===== src/rtl/pe_chain_sequencer.sv =====
// ---------------------------------------------------------------------------
// pe_chain_sequencer
//
// Controller for a 1-D weight-stationary chain of NUM_PE processing elements.
// Each PE registers x and forwards it. It also registers y_out = w*x + y_in.
// For each job the controller:
//   - optionally loads one weight into each PE;
//   - streams `len` samples into PE 0, with y seeded to 0;
//   - follows sample validity through the chain latency using a tag shift
//     register;
//   - qualifies the tail y as results;
//   - pulses done once the last result has left the chain.
//
// Ports:
//   clk, reset                 rising-edge clock, synchronous active-high reset
//   start, load_w, len         job request; sampled only in IDLE
//   w_in_data/valid/ready      weight stream (accepted only in LOAD_W)
//   x_in_data/valid/ready      sample stream (accepted only in STREAM)
//   pe_w_data, pe_w_sel        registered weight value and one-hot PE write strobe
//   pe_x, pe_y                 registered x and y seed into PE 0
//   pe_y_tail                  y_out of the last PE
//   res_data, res_valid        result and qualifier (no backpressure)
//   busy, done                 status; done is a one-cycle completion pulse
//
// Handshake: a transfer happens on a rising edge where valid and ready are
// both high. Ready depends only on state and counters, never on valid.
// Data is not required to stay stable while ready is low.
// ---------------------------------------------------------------------------
module pe_chain_sequencer #(
    parameter int DATA_W = 8,
    parameter int NUM_PE = 4,
    parameter int LEN_W  = 8
) (
    input  logic              clk,
    input  logic              reset,
    input  logic              start,
    input  logic              load_w,
    input  logic [LEN_W-1:0]  len,
    input  logic [DATA_W-1:0] w_in_data,
    input  logic              w_in_valid,
    output logic              w_in_ready,
    input  logic [DATA_W-1:0] x_in_data,
    input  logic              x_in_valid,
    output logic              x_in_ready,
    output logic [DATA_W-1:0] pe_w_data,
    output logic [NUM_PE-1:0] pe_w_sel,
    output logic [DATA_W-1:0] pe_x,
    output logic [DATA_W-1:0] pe_y,
    input  logic [DATA_W-1:0] pe_y_tail,
    output logic [DATA_W-1:0] res_data,
    output logic              res_valid,
    output logic              busy,
    output logic              done
);

    localparam int WCNT_W = (NUM_PE > 1) ? $clog2(NUM_PE) : 1;

    typedef enum logic [2:0] {
        IDLE   = 3'd0,
        LOAD_W = 3'd1,
        STREAM = 3'd2,
        DRAIN  = 3'd3,
        DONE   = 3'd4
    } state_e;

    state_e              state_q, state_d;
    logic [LEN_W-1:0]    cnt_q, cnt_d;
    logic [WCNT_W-1:0]   wcnt_q, wcnt_d;
    logic [DATA_W-1:0]   pe_w_data_q, pe_w_data_d;
    logic [NUM_PE-1:0]   pe_w_sel_q, pe_w_sel_d;
    logic [DATA_W-1:0]   pe_x_q, pe_x_d;
    logic [DATA_W-1:0]   pe_y_q;
    logic [NUM_PE:0]     tag_q;
    logic                tag_in;
    logic [DATA_W-1:0]   res_data_q;
    logic                res_valid_q;

    logic w_accept;
    logic x_accept;
    logic w_last;

    assign w_in_ready = (state_q == LOAD_W);
    assign x_in_ready = (state_q == STREAM) && (cnt_q != '0);
    assign w_accept   = w_in_ready && w_in_valid;
    assign x_accept   = x_in_ready && x_in_valid;
    assign w_last     = (wcnt_q == WCNT_W'(NUM_PE - 1));

    always_comb begin
        state_d     = state_q;
        cnt_d       = cnt_q;
        wcnt_d      = wcnt_q;
        pe_w_data_d = pe_w_data_q;
        pe_w_sel_d  = '0;
        pe_x_d      = '0;      // bubble unless a sample is accepted
        tag_in      = 1'b0;
        case (state_q)
            IDLE: begin
                if (start) begin
                    cnt_d   = len;
                    wcnt_d  = '0;
                    state_d = load_w ? LOAD_W : STREAM;
                end
            end
            LOAD_W: begin
                if (w_accept) begin
                    pe_w_data_d = w_in_data;
                    pe_w_sel_d  = NUM_PE'(1) << wcnt_q;
                    wcnt_d      = wcnt_q + 1'b1;
                    if (w_last) begin
                        state_d = STREAM;
                    end
                end
            end
            STREAM: begin
                if (cnt_q == '0) begin
                    state_d = DRAIN;    // empty job: nothing to stream
                end else if (x_accept) begin
                    pe_x_d = x_in_data;
                    tag_in = 1'b1;
                    cnt_d  = cnt_q - 1'b1;
                    if (cnt_q == LEN_W'(1)) begin
                        state_d = DRAIN;
                    end
                end
            end
            DRAIN: begin
                // All tags have reached res_valid once the pipeline is empty.
                if (tag_q == '0) begin
                    state_d = DONE;
                end
            end
            DONE:    state_d = IDLE;
            default: state_d = IDLE;
        endcase
    end

    always_ff @(posedge clk) begin
        if (reset) begin
            state_q     <= IDLE;
            cnt_q       <= '0;
            wcnt_q      <= '0;
            pe_w_data_q <= '0;
            pe_w_sel_q  <= '0;
            pe_x_q      <= '0;
            pe_y_q      <= '0;
            tag_q       <= '0;
            res_data_q  <= '0;
            res_valid_q <= 1'b0;
        end else begin
            state_q     <= state_d;
            cnt_q       <= cnt_d;
            wcnt_q      <= wcnt_d;
            pe_w_data_q <= pe_w_data_d;
            pe_w_sel_q  <= pe_w_sel_d;
            pe_x_q      <= pe_x_d;
            pe_y_q      <= '0;     // every job seeds the chain with y = 0
            // tag_q[k] matches the data k cycles past pe_x. tag_q[NUM_PE]
            // therefore lines up with pe_y_tail.
            tag_q       <= {tag_q[NUM_PE-1:0], tag_in};
            res_data_q  <= pe_y_tail;
            res_valid_q <= tag_q[NUM_PE];
        end
    end

    assign pe_w_data = pe_w_data_q;
    assign pe_w_sel  = pe_w_sel_q;
    assign pe_x      = pe_x_q;
    assign pe_y      = pe_y_q;
    assign res_data  = res_data_q;
    assign res_valid = res_valid_q;
    assign busy      = (state_q != IDLE);
    assign done      = (state_q == DONE);

endmodule


===== config.mk =====
export PLATFORM = sky130hd
export DESIGN_NAME = pe_chain_sequencer
export DESIGN_NICKNAME = d
export VERILOG_FILES = /design/src/rtl/pe_chain_sequencer.sv
export SDC_FILE = /design/constraint.sdc
export NUM_CORES = 1
export LEC_CHECK = 0
export BUFFER_PORTS_ARGS = -buffer_cell sky130_fd_sc_hd__buf_4
export CAP_MARGIN = 20
export CORE_MARGIN = 1.5
export CORE_UTILIZATION = 45
export DETAILED_ROUTE_END_ITERATION = 10
export PLACE_DENSITY = 0.84
export SETUP_SLACK_MARGIN = 0.05
export SLEW_MARGIN = 0
export SYNTH_ARGS = -nofsm -noshare
export SYNTH_HDL_FRONTEND = slang
export SYNTH_SLANG_ARGS = --single-unit

===== constraint.sdc =====
create_clock -name clk -period 3.3 [get_ports clk]
set_input_delay 0 -clock clk [delete_from_list [all_inputs] [get_ports clk]]
set_output_delay 0 -clock clk [all_outputs]
set_load 0.02 [all_outputs]

==> impl_metrics.json, run 1 <==
{
  "outcome": "finished, final reports clean",
  "drive_gt1_frac": 0.258,
  "ant_nets": 0,
  "setup_viol": 0,
  "r2r-end": "cnt_q[6]",
  "timing.hold.ws_ps": 21.8,
  "synth_enable_flop_cells": 0,
  "post_cts_buffers": 0,
  "cp-start-kind": "flip-flop",
  "cp.buffers_inverters": 0,
  "die_area_sq_mm": 0.00481,
  "synthesis.area_sq_mm": 0.00198,
  "clkTransAtPathRegs_ps": 80,
  "crit_family": "compound AO/OA/AOI/OAI gates",
  "syn_avg_cell_area_sq_um": 8.96,
  "area_growth_syn_to_layout_pct": 41.0,
  "synth_common_cells": "dfxtp_1, nand2_1, a21oi_1",
  "die_y_microns": 69.3,
  "slew_headroom": 0.493,
  "rows": 23,
  "period_needed_ps": 2210,
  "synth_top_area_cell": "dfxtp_1",
  "ys_seq_area_frac": 0.475,
  "num_vias": 1867,
  "via_per_inst": 5.19,
  "antenna_cells": 0,
  "hp-class": "in -> reg",
  "cp.required_ps": 3500,
  "endpoint_kind": "flip-flop",
  "p_clk_frac": 0.181,
  "overflow": 0,
  "initial_utilization": 0.481,
  "post_cts_resized": 0,
  "synth_seq_cells": 47,
  "skew_ps": 7.94,
  "p_leak_nw": 1.23,
  "r2r_start": "state_q[1]",
  "first_iter_violations": 147,
  "ioPinCount": 79,
  "grt_max_degree": 39,
  "maxSlewViolCount": 0,
  "grt_pass1_vias": 1784,
  "antenna_found_initial": 0,
  "ff2ff_setup_slack_ps": 1090,
  "cp_cell_sequence": "or3b_1 > a311o_2 > and2_1 > o32ai_1",
  "hold_violations": 0,
  "fin_nets": 351,
  "p_int_mw": 1.11,
  "cts_buffers": 5,
  "h-tree-depth": 2,
  "slowest_delay_ps": 600,
  "drtPass1Iterations": 4,
  "synthFlopType": "dfxtp_1",
  "yosys.cell_types.count": 45,
  "die_w_microns": 69.3,
  "cts_tree": "built",
  "reg2reg_depth": 4,
  "ir_worst_vdd_v": 0.000332,
  "gp_congestion": 0.806,
  "period_share": 0.669,
  "wirelength_mm": 4.80,
  "whs_path_depth": 4,
  "cts_max_path_buffers": 2,
  "path_depth": 4,
  "cpMaxStageDelayCell": "or3b_1",
  "cp_data_arrival_time_ps": 2410,
  "rsz0062_at_grt": "no",
  "power.switching_mw": 0.684,
  "crit_fanout": 16,
  "multiInputGateArea_sq_um": 911,
  "drc": 0,
  "pwr-share-comb": 0.413,
  "synth_area_leaders": "dfxtp_1, nand2_1, a21oi_1",
  "final-seq-area_sq_um": 941,
  "port_buffers": 70,
  "fp.coreArea_sq_mm": 0.00412,
  "grt_pass1_wl_mm": 7.88,
  "root_buffer": "clkbuf_8",
  "syn_inst": 221,
  "synthArstFlopShare": 0,
  "worstHoldStart": "load_w",
  "hold_path_end": "state_q[1]",
  "power_density_mw_per_mm2": 643,
  "tightest_slew_ps": 754,
  "grtUsageTotal": 0.201,
  "post-dp-hpwl_mm": 3.01,
  "clock_latency_ps": 290,
  "sw_frac_of_total": 0.381,
  "yosysWarnings": 0,
  "yosysMostFrequentCell": "dfxtp_1",
  "cts.sinks": 47,
  "n_fill_cell": 317,
  "maxCapViolCount": 0,
  "setup_tns_ps": 0,
  "synth_top_area_share": 0.475,
  "drt-wirelength-per-cell_microns": 13.3,
  "path_class": "reg -> reg",
  "fmax_mhz": 453,
  "seqPwrFrac": 0.406
}
-- stage by stage --
step | setup slack (ps) | total power, mW | cells | util | instance area [sq um]
after floorplan | 1400 | 1.27 | 228 | - | 2010
after global placement | 1160 | 1.43 | 327 | 0.599 | 2470
after detailed placement | 1110 | 1.44 | 327 | 0.599 | 2470
after CTS | 1100 | 1.79 | 359 | 0.677 | 2790
after global routing | 982 | 1.92 | 360 | 0.679 | 2790
final | 1090 | 1.79 | 360 | 0.679 | 2790
-- power by group through the flow --
stage / Combinational (mW) / Sequential [mW] / Clock (mW)
floorplan: 0.538 / 0.730 / 0
global placement: 0.690 / 0.736 / 0
detailed placement: 0.705 / 0.739 / 0
CTS: 0.729 / 0.726 / 0.334
global route: 0.813 / 0.740 / 0.366
finish: 0.741 / 0.729 / 0.325
-- cells in the final DEF, fill, tap and decap left out, drive strengths merged, types with 7 or more instances in the layout --
cell type,Yosys,final
inv,7,7
dfxtp,47,47
nand2,31,31
conb,1,8
a21oi,19,19
dlygate4sd3,0,24
buf,14,71
nor2,11,11
clkbuf,7,7
and2,10,10
nor2b,13,13
-- logic make-up (layout without fill, tap and decap cells) --
family | count (synthesis) | count (layout) | synth area share
simple gates | 93 | 93 | 0.246
flops | 47 | 47 | 0.475
compound gates | 45 | 45 | 0.158
buf+inv | 28 | 110 | 0.0783
fa+ha+maj | 4 | 4 | 0.0253
mux | 3 | 3 | 0.0152
other cells | 1 | 8 | 0.00189
-- flip-flops by register name (all words and copies together), names as in the netlist --
name       count
wcnt_q         2
pe_w_data      8
state_q        3
pe_x           8
cnt_q          8
res_valid      1
res_data       8
pe_w_sel       4
tag_q          5
-- worst max path at each step --
stage               end  slack (ps)        from
6_report       cnt_q[6]        1090  state_q[1]
5_1_grt        cnt_q[6]         980  state_q[1]
4_1_cts        cnt_q[6]        1100  state_q[1]
3_5_place_dp   cnt_q[6]        1110  state_q[1]
3_3_place_gp   cnt_q[1]        1160  state_q[1]
2_1_floorplan  cnt_q[4]        1400  state_q[2]
-- layer usage --
metal  global-route usage  up-vias  share of wire
li1                     -      922              -
met1                0.229      858           0.40
met2                0.358       79           0.52
met3               0.0538        8          0.061
met4               0.0719        0          0.018
met5                    0        -              0
-- worst reg2reg max path, stage by stage, from the launching register on --
cell and delay (ps):
dfxtp_1 490, or3b_1 600, a311o_2 580, and2_1 200
o32ai_1 250
-- timing repair --
action,in CTS,in global routing
endpoints found under the hold margin,24,0
hold buffers,24,0
endpoints found under the setup margin,0,0
-- cell type report --
| type | instances | share of cell area |
|---|---|---|
| Sequential cell | 47 | 0.337 |
| Multi-Input combinational cell | 153 | 0.326 |
| Timing Repair Buffer | 95 | 0.276 |
| Clock buffer | 7 | 0.0273 |
| Tap cell | 50 | 0.0224 |
| Inverter | 7 | 0.00941 |
| Clock inverter | 1 | 0.00179 |
No activity file was read; power rests on OpenSTA's default activity.
==> inputs of run 2 (changes only) <==
- ABC_AREA: unset -> 1
- PLACE_DENSITY: 0.84 -> 0.83
- clock period: 3.3 -> 2.1 ns (I/O delays scaled with it)
==> run 2 against run 1 <==
Critical path depth grew 2. Die area increased by 4.5%. Sequential cell count did not move. Clock power is 70% higher. Wire length rose by 1.1%. Synthesized area is 4.7% higher. Critical endpoint is now pe_w_data[4]. Largest power group unchanged.
==> impl_metrics.json, run 2 <==
{
  "cts_tree": "built",
  "syn_avg_cell_area_sq_um": 7.15,
  "post-dp-hpwl_mm": 3.11,
  "grt_pass1_vias": 1913,
  "p_int_mw": 1.77,
  "antenna_found_initial": 0,
  "rows": 24,
  "hp-class": "in -> reg",
  "layout_setup_ws_ps": 479,
  "power_density_mw_per_mm2": 1050,
  "timing.hold.ws_ps": 18.9,
  "whs_path_depth": 5,
  "crit_fanout": 12,
  "die_y_microns": 70.9,
  "maxCapViolCount": 0,
  "placedCellCount": 402,
  "grt_max_degree": 30,
  "fmax_mhz": 617,
  "cts.sinks": 47,
  "cts_max_path_buffers": 2,
  "synth_enable_flop_cells": 0,
  "area_growth_syn_to_layout_pct": 40.9,
  "p_clk_frac": 0.179,
  "ioPinCount": 79,
  "power.switching_mw": 1.31,
  "synthFlopType": "dfxtp_1",
  "grt_pass1_wl_mm": 7.99,
  "path_class": "reg -> reg",
  "die_w_microns": 70.9,
  "initial_utilization": 0.473,
  "cts_buffers": 5,
  "fp.coreArea_sq_mm": 0.00438,
  "post_cts_buffers": 0,
  "finalNonFillerCells": 435,
  "outcome": "finished, final reports clean",
  "drt-wirelength-per-cell_microns": 11.1,
  "synth_top_area_cell": "dfxtp_1",
  "synth_seq_cells": 47,
  "num_vias": 2001,
  "antenna_cells": 0,
  "drive_gt1_frac": 0.230,
  "final_common_cell": "buf_4",
  "drtPass1Iterations": 4,
  "cp_data_arrival_time_ps": 1800,
  "synth_top_area_share": 0.454,
  "rsz0062_at_grt": "no",
  "root_buffer": "clkbuf_8",
  "drc": 0,
  "period_share": 0.772,
  "skew_ps": 3.77,
  "grtUsageTotal": 0.202,
  "reg2reg_depth": 6,
  "final_cell_mix": "buf_4, nand2_1, nor2_1",
  "setup_tns_ps": 0,
  "ir_worst_vdd_v": 0.000711,
  "yosysWarnings": 0,
  "sw_frac_of_total": 0.425,
  "clkTransAtPathRegs_ps": 90,
  "cp.required_ps": 2280,
  "wirelength_mm": 4.85,
  "fin_area_sq_mm": 0.00292,
  "ant_nets": 0,
  "yosysMostFrequentCell": "nand2_1",
  "setup_viol": 0,
  "p_leak_nw": 1.53,
  "pwr-share-comb": 0.454,
  "hold_violations": 0,
  "fin_nets": 424,
  "dpl_cell_area_sq_mm": 0.00258,
  "synthArstFlopShare": 0,
  "seqPwrFrac": 0.367,
  "fin_util": 0.666,
  "cp-start-kind": "flip-flop",
  "via_per_inst": 4.60,
  "endpoint_kind": "flip-flop",
  "synth_area_leaders": "dfxtp_1, nand2_1, nor2_1",
  "first_iter_violations": 109,
  "place_ws_ps": 522,
  "overflow": 0,
  "port_buffers": 70,
  "synth_common_cells": "nand2_1, nor2_1, dfxtp_1",
  "period_needed_ps": 1620,
  "die_area_sq_mm": 0.00502,
  "h-tree-depth": 2,
  "p_total_mw": 3.08,
  "ys_seq_area_frac": 0.454,
  "yosys.cell_types.count": 27,
  "syn_inst": 290,
  "gp_congestion": 0.821,
  "maxSlewViolCount": 0,
  "synthesis.area_sq_mm": 0.00207,
  "clock_latency_ps": 300
}
-- run 2: cell types whose count changed in the layout (fill, tap and decap cells not counted), sizes merged, moves of 9 or more --
cell	previous run	this run
nor2	11	55
inv	7	47
nand2	31	65
nand3	5	25
nor2b	13	0
and2	10	0
a21oi	19	10
-- run 2: metal layers --
metal | routed length, microns | up-vias | track usage
li1 | - | 1049 | -
met3 | 327 | 8 | 0.0670
met1 | 2050 | 884 | 0.219
met4 | 76 | 0 | 0.0692
met2 | 2400 | 60 | 0.368
met5 | 0 | - | 0
-- run 2: worst max-delay path, cell delays in order, from the launching register on --
cell and delay (ps):
dfxtp_1 360, nor2_1 200, nand2_1 120, inv_1 280
nand2_1 320, nand2_1 140, a21oi_1 70
-- run 2: worst paths after layout --
check / slack, ps / end / startpoint
max reg2reg: 480 / pe_w_data[4] / state_q[2]
min reg2reg: 430 / tag_q[2] / tag_q[1]
max: 480 / pe_w_data[4] / state_q[2]
min: 20 / cnt_q[7] / len[7]
-- run 2: what timing repair did --
item                      CTS  global route
hold endpoints to repair   25             0
resized for setup           0             0
hold buffers               25             0
-- run 2: cell families after synthesis --
kind of cell	synth area share
buffers and inverters	0.139
and+or+nand+nor	0.338
adders and majority gates	0.0241
AOI/OAI and AO/OA	0.0435
other	0.00181
DFF	0.454
-- run 2: area by class of cell --
class / count / area [sq um]
Fill cell: 366 / 1460
Multi-Input combinational cell: 186 / 871
Inverter: 47 / 181
Sequential cell: 47 / 941
Timing Repair Buffer: 95 / 776
Clock buffer: 5 / 68.8
Tap cell: 52 / 65.1
Clock inverter: 3 / 18.8
-- run 2: power groups by stage --
stage | Combinational, mW | Clock (mW) | Sequential, mW
4_1_cts | 1.39 | 0.562 | 1.13
3_5_place_dp | 1.34 | 0 | 1.14
6_report | 1.40 | 0.552 | 1.13
2_1_floorplan | 1.01 | 0 | 1.18
5_1_grt | 1.58 | 0.599 | 1.15
3_3_place_gp | 1.30 | 0 | 1.14
==> inputs of run 3 (changes only) <==
- CORE_UTILIZATION: 45 -> 44
- PLACE_DENSITY: 0.83 -> 0.85
- clock period: 2.1 -> 1.3 ns (I/O delays scaled with it)
==> run 3 against run 2 <==
The run now ends with negative setup slack left. Largest cell class is now multi-input gates. Clock power grew 100%. Maximum frequency rose by 16%. Worst setup slack lost 580 ps. Sequential cell count stayed put. Die area up 2.2%. Largest power group unchanged. Wire length grew 30%.
==> impl_metrics.json, run 3 (synthesis results as in run 2) <==
{
  "outcome": "complete, but fails checks",
  "violations": "negative setup slack",
  "reg2reg_depth": 10,
  "clkTransAtPathRegs_ps": 90,
  "whs_path_depth": 5,
  "p_clk_frac": 0.168,
  "seqPwrFrac": 0.284,
  "cp_data_arrival_time_ps": 1640,
  "ant_nets": 0,
  "post-dp-hpwl_mm": 3.44,
  "h-tree-depth": 2,
  "die_w_microns": 71.6,
  "initial_utilization": 0.466,
  "power.switching_mw": 2.79,
  "drc": 0,
  "rsz0062_at_grt": "yes",
  "fp.coreArea_sq_mm": 0.00444,
  "fmax_mhz": 713,
  "cts.sinks": 47,
  "cts_buffers": 5,
  "path_class": "reg -> reg",
  "m1WireLength_mm": 2.49,
  "cts_max_path_buffers": 2,
  "drtPass1Iterations": 6,
  "n_fill_cell": 292,
  "die_area_sq_mm": 0.00513,
  "rows": 24,
  "r2r_start": "cnt_q[1]",
  "cp.required_ps": 1540,
  "period_share": 1.08,
  "grt_pass1_vias": 2181,
  "grt_max_degree": 30,
  "drive_gt1_frac": 0.390,
  "antenna_found_initial": 0,
  "num_vias": 2297,
  "maxSlewViolCount": 0,
  "wl_met3_microns": 481,
  "layout_setup_ws_ps": -102,
  "hp-class": "in -> reg",
  "root_buffer": "clkbuf_8",
  "drt-wirelength-per-cell_microns": 13.6,
  "final-seq-area_sq_um": 958,
  "clock_latency_ps": 310,
  "gp_congestion": 0.835,
  "overflow": 0,
  "skew_ps": 9.95,
  "first_iter_violations": 213,
  "cp-start-kind": "flip-flop",
  "grt_pass1_wl_mm": 9.43,
  "wirelength_mm": 6.30,
  "r2r-end": "pe_x[4]",
  "power_density_mw_per_mm2": 1940,
  "grtUsageTotal": 0.233,
  "die_y_microns": 71.6,
  "hold_path_end": "cnt_q[7]",
  "highest_layer": "met4",
  "fin_nets": 454,
  "cts_tree": "built",
  "cpMostUsedCell": "nor2_4",
  "pwr-share-comb": 0.548,
  "setup_viol": 20,
  "hold_violations": 0,
  "antenna_cells": 0,
  "p_total_mw": 6.64,
  "sw_frac_of_total": 0.420,
  "worstHoldStart": "len[7]",
  "final_cell_mix": "buf_4, nand2_1, nor2_1",
  "dr_wl_met2_mm": 3.16,
  "multiInputGateArea_sq_mm": 0.00106,
  "crit_fanout": 8,
  "via_per_inst": 4.94,
  "endpoint_kind": "flip-flop",
  "port_buffers": 70,
  "area_growth_syn_to_layout_pct": 64.9,
  "p_int_mw": 3.85,
  "final_common_cell": "buf_4",
  "p_leak_nw": 1.73,
  "ir_worst_vdd_v": 0.000874,
  "period_needed_ps": 1400,
  "timing.hold.ws_ps": 2.20,
  "slowest_delay_ps": 380,
  "maxCapViolCount": 0,
  "cpMaxStageDelayCell": "dfxtp_4",
  "ff2ff_setup_slack_ps": -100,
  "ioPinCount": 79,
  "cp_cell_sequence": "inv_6 > ha_4 > inv_2 > nor2_4 > nand2_4 > nand3_4 > buf_6 > nor2_4 > inv_4 > nor2_1"
}
==> run 3: cell type report <==
| type | count | area share |
|---|---|---|
| Multi-Input combinational cell | 187 | 0.309 |
| Timing Repair Buffer | 124 | 0.301 |
| Sequential cell | 47 | 0.280 |
| Inverter | 47 | 0.0567 |
| Clock buffer | 5 | 0.0201 |
| Tap cell | 52 | 0.0190 |
| Clock inverter | 3 | 0.0135 |
==> run 3: repair_timing <==
item | 4_1_cts | 5_1_grt
resized for setup | 32 | 34
setup buffers | 8 | 6
pin swaps | 20 | 7
endpoints found under the hold margin | 24 | 0
gates cloned | 1 | 0
setup endpoints to repair | 33 | 35
hold buffers | 24 | 0
==> run 3: worst max-delay path by stage <==
stage	from	to	cells past startpoint
2_1_floorplan	cnt_q[0]	cnt_q[2]	11
3_3_place_gp	cnt_q[1]	pe_x[6]	9
3_5_place_dp	cnt_q[1]	pe_x[2]	9
4_1_cts	cnt_q[0]	cnt_q[1]	11
5_1_grt	cnt_q[1]	cnt_q[6]	11
6_report	cnt_q[1]	pe_x[4]	10
==> run 3: stage by stage <==
step,TNS (ps),area [sq um],utilization,worst slack [ps],instances
final,-1280,3420,0.769,-102,465
after global routing,-3100,3420,0.769,-187,465
after detailed placement,-1580,2730,0.615,-124,418
after global placement,-529,2730,0.615,-66.6,418
after floorplan,0,2110,-,1.61,297
after CTS,-462,3260,0.733,-46.1,459
==> run 3: worst max-delay path, delay by kind of cell (launching register included) <==
family,cells,cell delay (ps)
adders and majority gates,1,150
buffers and inverters,4,340
DFF,1,380
and+or+nand+nor,5,470
==> run 3: power by group through the flow <==
stage | clock network, mW | logic, mW | registers, mW
global placement | 0 | 2.49 | 1.84
finish | 1.12 | 3.64 | 1.88
global route | 1.19 | 3.95 | 1.91
floorplan | 0 | 1.65 | 1.91
CTS | 1.12 | 3.13 | 1.84
detailed placement | 0 | 2.56 | 1.85
==> run 3: routing by layer <==
metal | GRT usage | vias up
met5 | 0 | -
met1 | 0.262 | 1058
met3 | 0.0774 | 20
met2 | 0.402 | 104
li1 | - | 1115
met4 | 0.0964 | 0
